--- src/rtl/approx_mult_seq.sv ---
// Wide multiplier sequencer that time-shares one external 4x4 approximate multiplier.
// Optional zero-pair skipping: define APPROX_MULT_SEQ_ZERO_SKIP_EN.
module approx_mult_seq #(
  parameter int NIBBLES = 2
) (
  input  logic                   clk,
  input  logic                   rst,
  input  logic                   in_valid,
  output logic                   in_ready,
  input  logic [4*NIBBLES-1:0]   a,
  input  logic [4*NIBBLES-1:0]   b,
  output logic [3:0]             mul_a,
  output logic [3:0]             mul_b,
  input  logic [7:0]             mul_r,
  output logic                   out_valid,
  input  logic                   out_ready,
  output logic [8*NIBBLES-1:0]   result,
  output logic                   busy
);

  localparam int W     = 4 * NIBBLES;
  localparam int RW    = 2 * W;
  localparam int STEPS = NIBBLES * NIBBLES;
  localparam int SW    = (STEPS > 1) ? $clog2(STEPS) : 1;

  typedef enum logic [1:0] {
    ST_IDLE = 2'd0,
    ST_MUL  = 2'd1,
    ST_DONE = 2'd2
  } state_t;

  state_t          state_r, state_n;
  logic [SW-1:0]   step_r, step_n;
  logic [RW-1:0]   acc_r, acc_n;
  logic [W-1:0]    a_r, a_n;
  logic [W-1:0]    b_r, b_n;
  logic [RW-1:0]   result_r, result_n;
  logic            out_valid_r, out_valid_n;
  logic            in_ready_r;
  logic            busy_r;
  logic [RW-1:0]   pp_s;
`ifdef APPROX_MULT_SEQ_ZERO_SKIP_EN
  logic [SW:0]     live_s;
`endif

  function automatic logic [3:0] nib(input logic [W-1:0] v, input int idx);
    return v[4*idx +: 4];
  endfunction

  // Step s pairs A nibble (s mod NIBBLES) with B nibble (s div NIBBLES).
  function automatic logic [RW-1:0] shift_pp(input logic [7:0] p, input int s);
    return RW'(p) << (4 * ((s % NIBBLES) + (s / NIBBLES)));
  endfunction

`ifdef APPROX_MULT_SEQ_ZERO_SKIP_EN
  // Returns {found, step} for the lowest step >= from whose nibble pair is all nonzero.
  function automatic logic [SW:0] next_live(input logic [W-1:0] va, input logic [W-1:0] vb,
                                            input int from);
    logic          found;
    logic [SW-1:0] s;
    logic          hit;
    found = 1'b0;
    s     = {SW{1'b0}};
    for (int k = STEPS - 1; k >= 0; k--) begin
      hit   = (k >= from) && (nib(va, k % NIBBLES) != 4'd0) && (nib(vb, k / NIBBLES) != 4'd0);
      found = found | hit;
      s     = hit ? SW'(k) : s;
    end
    return {found, s};
  endfunction
`endif

  // Next-state, datapath and shared-multiplier operand decode.
  always_comb begin
    state_n     = state_r;
    step_n      = step_r;
    acc_n       = acc_r;
    a_n         = a_r;
    b_n         = b_r;
    result_n    = result_r;
    out_valid_n = out_valid_r;
    mul_a       = 4'd0;
    mul_b       = 4'd0;
    pp_s        = shift_pp(mul_r, int'(step_r));
`ifdef APPROX_MULT_SEQ_ZERO_SKIP_EN
    live_s      = {(SW+1){1'b0}};
`endif
    case (state_r)
      ST_IDLE: begin
        if (in_valid && in_ready_r) begin
          a_n     = a;
          b_n     = b;
          acc_n   = {RW{1'b0}};
          step_n  = {SW{1'b0}};
          state_n = ST_MUL;
`ifdef APPROX_MULT_SEQ_ZERO_SKIP_EN
          live_s = next_live(a, b, 0);
          if (live_s[SW]) begin
            step_n = live_s[SW-1:0];
          end else begin
            result_n    = {RW{1'b0}};
            out_valid_n = 1'b1;
            state_n     = ST_DONE;
          end
`endif
        end else begin
          state_n = ST_IDLE;
        end
      end
      ST_MUL: begin
        mul_a  = nib(a_r, int'(step_r) % NIBBLES);
        mul_b  = nib(b_r, int'(step_r) / NIBBLES);
        acc_n  = acc_r + pp_s;
`ifdef APPROX_MULT_SEQ_ZERO_SKIP_EN
        live_s = next_live(a_r, b_r, int'(step_r) + 1);
        if (live_s[SW]) begin
          step_n  = live_s[SW-1:0];
          state_n = ST_MUL;
        end else begin
          result_n    = acc_r + pp_s;
          out_valid_n = 1'b1;
          state_n     = ST_DONE;
        end
`else
        step_n = step_r + SW'(1);
        if (step_r == SW'(STEPS - 1)) begin
          result_n    = acc_r + pp_s;
          out_valid_n = 1'b1;
          state_n     = ST_DONE;
        end else begin
          state_n = ST_MUL;
        end
`endif
      end
      ST_DONE: begin
        if (out_ready) begin
          out_valid_n = 1'b0;
          state_n     = ST_IDLE;
        end else begin
          state_n = ST_DONE;
        end
      end
      default: begin
        state_n     = ST_IDLE;
        out_valid_n = 1'b0;
      end
    endcase
  end

  // State, datapath and registered handshake outputs.
  always_ff @(posedge clk or posedge rst) begin
    if (rst) begin
      state_r     <= ST_IDLE;
      step_r      <= {SW{1'b0}};
      acc_r       <= {RW{1'b0}};
      a_r         <= {W{1'b0}};
      b_r         <= {W{1'b0}};
      result_r    <= {RW{1'b0}};
      out_valid_r <= 1'b0;
      in_ready_r  <= 1'b1;
      busy_r      <= 1'b0;
    end else begin
      state_r     <= state_n;
      step_r      <= step_n;
      acc_r       <= acc_n;
      a_r         <= a_n;
      b_r         <= b_n;
      result_r    <= result_n;
      out_valid_r <= out_valid_n;
      in_ready_r  <= (state_n == ST_IDLE);
      busy_r      <= (state_n != ST_IDLE);
    end
  end

  assign in_ready  = in_ready_r;
  assign out_valid = out_valid_r;
  assign result    = result_r;
  assign busy      = busy_r;

endmodule

--- config.mk ---
export PLATFORM = sky130hd
export DESIGN_NAME = approx_mult_seq
export DESIGN_NICKNAME = d
export VERILOG_FILES = /design/src/rtl/approx_mult_seq.sv
export SDC_FILE = /design/constraint.sdc
export NUM_CORES = 1
export LEC_CHECK = 0
export CAP_MARGIN = 10
export CORE_AREA = 2 2 89 91
export DETAILED_ROUTE_END_ITERATION = 10
export DIE_AREA = 0 0 91 93
export PLACE_DENSITY = 0.8
export SETUP_SLACK_MARGIN = 0.3
export SLEW_MARGIN = 30
export SYNTH_ARGS = -nofsm -noshare
export SYNTH_HDL_FRONTEND = slang
export SYNTH_SLANG_ARGS = --single-unit
--- constraint.sdc ---
create_clock -name clk -period 5.89 [get_ports clk]
set_input_delay 0.589 -clock clk [delete_from_list [all_inputs] [get_ports clk]]
set_output_delay 0.589 -clock clk [all_outputs]
set_load 0.03 [all_outputs]
==> results.json <==
{
  "post-cts-setup-buffers": 0,
  "die_h_um": 93,
  "cp-end-kind": "flip-flop",
  "synth-async-reset-ratio_pct": 100,
  "path_clk_slew_ps": 100,
  "startpoint_type": "flip-flop",
  "globalplace.congestion": 0.975,
  "wirelength_um": 8780,
  "ff2ff_path_depth": 10,
  "synth_cells": 411,
  "rr_endpoint": "acc_r[15]",
  "clkLatencyLatePin_ps": 310,
  "worstPathRequired_ps": 6130,
  "postCtsResizedCells": 0,
  "wl_per_cell_um": 15.9,
  "synth_fp_nets": 456,
  "clock_sink_count": 55,
  "avgSynthCellArea_um2": 8.46,
  "num_rows": 32,
  "dp_slack_ps": 2640,
  "ys_seq_area_share_pct": 39.6,
  "synth_area_leaders": "dfrtp_1 (39%), nand2_1 (10%), ha_1 (5.8%)",
  "setup_viol": 0,
  "coreArea_um2": 7530,
  "synth-warning-count": 0,
  "fmax_mhz": 301,
  "cts_max_level": 2,
  "power_switching_mw": 1.39,
  "num_antenna_cells": 0,
  "grt_overflow": 0,
  "synthesis.area_um2": 3480,
  "cts_tree": "built",
  "maxCapViolations": 0,
  "seqPwrFrac_pct": 24.8,
  "io_buffers": 54,
  "cts_made_buffers": 5,
  "switching_share_pct": 50.5,
  "multi_input_area_um2": 1990,
  "hold_viol_final": 0,
  "path_max_fanout": 12,
  "drt-pass1-iter-count": 5,
  "drive_gt1_share_pct": 4.88,
  "initial_core_util_pct": 46.2,
  "area_growth_pct": 20.5,
  "nFillCells": 724,
  "ff_latch_area_um2": 1380,
  "synth_edf_count": 0,
  "final_cell_area_um2": 4190,
  "grt_usage_pct": 21.3,
  "io_pins": 55,
  "pwr-share-comb_pct": 66.8,
  "drt_iter0_markers": 153,
  "ir_worst_vdd_mv": 0.309,
  "synthFlopType": "dfrtp_1",
  "intPower_mw": 1.37,
  "antenna_found_initial": 0,
  "ctsRootBufferMaster": "clkbuf_8",
  "status": "finished, final reports clean",
  "ys_types": 49,
  "max_slew_margin_pct": 38.3,
  "slew_viol_final": 0,
  "crit_type": "flip-flop to flip-flop",
  "leakagePower_nw": 1.88,
  "route.vias.total": 3147,
  "clock_path_buffers": 2,
  "fin_tns_setup_ps": 0,
  "worst_slew_pin_slew_ps": 923,
  "nets": 495,
  "ys_ff_latch": 55,
  "power.density_nw_per_um2": 660,
  "dieArea_um2": 8460,
  "yosys.area.top_type": "dfrtp_1",
  "skew_ps": 9.45,
  "grt_max_degree": 56,
  "power_frac_clock_pct": 8.4,
  "hp-class": "flip-flop to flip-flop",
  "die_w_um": 91,
  "rsz0062_at_grt": "no",
  "endpoint": "acc_r[15]",
  "grt_pass1_vias": 3049,
  "drc": 0,
  "cts.hold.buffers_added": 0,
  "r2r_slack_ps": 2570,
  "grt_first_pass_wirelength_um": 14700,
  "crit_start": "step_r[1]",
  "hpwl_um": 6310,
  "fin_crit_ps": 3320,
  "fin_crit_sh_pct": 56.4,
  "ant_nets": 0,
  "setup_ws_ps": 2570,
  "via_per_inst": 5.69,
  "synth_top_cell_area_share_pct": 38.9,
  "placed_area_um2": 4090,
  "arrival_ps": 3570,
  "r2r_start": "step_r[1]"
}
-- cell type report --
class,instances,area share (%)
clock buffers,6,1.97
clock inverters,2,0.478
inverters,5,0.448
multi-input cells,325,47.5
flip-flops and latches,55,32.9
well taps,102,3.05
repair buffers,58,13.6
-- power by group through the flow --
stage	combinational [mW]	clock [mW]	sequential, mW
floorplan	1.23	0	0.779
global placement	1.79	0	0.687
detailed placement	1.82	0	0.696
CTS	1.83	0.239	0.687
global route	2.02	0.253	0.711
finish	1.85	0.231	0.686
-- layer usage --
metal	vias up	global-route usage, %	part of all wire [%]
met5	-	0	0
met4	0	9.97	3.6
met3	27	3.71	5.4
met2	112	34.7	46
met1	1464	27.6	45
li1	1544	-	-
-- logic make-up after synthesis --
family | synth area share [%]
simple gates | 26.8
compound gates | 18.0
flops | 39.6
buf+inv | 3.42
fa+ha+maj | 6.34
mux | 4.03
xor+xnor | 1.76
-- worst max-delay path, stage by stage (launching register included) --
cell and delay [ps]:
dfrtp_1 510, ha_1 430, inv_1 180, nor2_1 240, a22o_1 200, ha_1 350, a21oi_2 380, o211ai_1 140
a22o_1 250, or4_1 470, nand3_1 100
-- placed cells by master (no fill, tap or decap), types with 4 or more instances in the layout --
cell type,synthesis,final
nand2_1,94,94
dfrtp_1,54,54
clkdlybuf4s50_1,0,54
nor2_1,29,29
nand3_1,24,24
o21ai_0,22,22
ha_1,16,16
mux2i_1,14,14
a21oi_1,13,13
nor3_1,11,10
o211ai_1,9,9
or4_1,7,7
and2_1,7,7
xnor2_1,6,6
nor2b_1,6,6
and3_1,6,6
clkbuf_8,0,6
nand2b_1,5,5
a22o_1,5,5
o311a_1,5,5
inv_1,5,4
a21o_1,4,4
buf_4,0,4
-- Yosys cell counts, drive strengths merged, types with 2 or more instances --
| library cell | instances |
|---|---|
| and3 | 7 |
| ha | 16 |
| a211oi | 2 |
| nand2b | 5 |
| o31ai | 2 |
| buf | 5 |
| a21oi | 15 |
| nand2 | 94 |
| o21a | 2 |
| dfrtp | 54 |
| o2111ai | 3 |
| a32oi | 2 |
| o21ai | 23 |
| a22o | 5 |
| nor2 | 29 |
| xnor2 | 6 |
| or4b | 2 |
| nor3 | 11 |
| o211ai | 9 |
| mux2i | 14 |
| nand4b | 2 |
| o21bai | 2 |
| or3 | 2 |
| nor2b | 6 |
| inv | 5 |
| nand3 | 24 |
| and2 | 7 |
| o311a | 5 |
| a31oi | 3 |
| clkbuf | 21 |
| nand4 | 3 |
| a2111oi | 2 |
| a21o | 4 |
| or4 | 7 |
| a221oi | 3 |
-- registers in the layout, indices dropped and copies added, names as in the netlist --
register   flops
acc_r         16
result        16
in_ready       1
state_r        2
out_valid      1
step_r         2
busy           1
b_r            8
a_r            8
-- how the worst min path moves through the flow --
| stage | start | endpoint | slack (ps) | depth (start not counted) |
|---|---|---|---|---|
| 2_1_floorplan | a_r[0] | a_r[0] | 440 | 2 |
| 3_3_place_gp | b_r[6] | b_r[6] | 460 | 2 |
| 3_5_place_dp | a_r[1] | a_r[1] | 460 | 2 |
| 4_1_cts | a_r[1] | a_r[1] | 490 | 2 |
| 5_1_grt | b_r[3] | b_r[3] | 510 | 2 |
| 6_report | a_r[1] | a_r[1] | 480 | 2 |
-- metrics by stage --
step / instances / utilization, % / total power [mW] / hold WS [ps]
floorplan: 411 / - / 2.01 / 445
global placement: 545 / 54.2 / 2.47 / 459
detailed placement: 545 / 54.3 / 2.52 / 461
CTS: 553 / 55.6 / 2.76 / 487
global route: 553 / 55.6 / 2.99 / 509
finish: 553 / 55.6 / 2.76 / 482
Power figures use the tool's default switching activity.
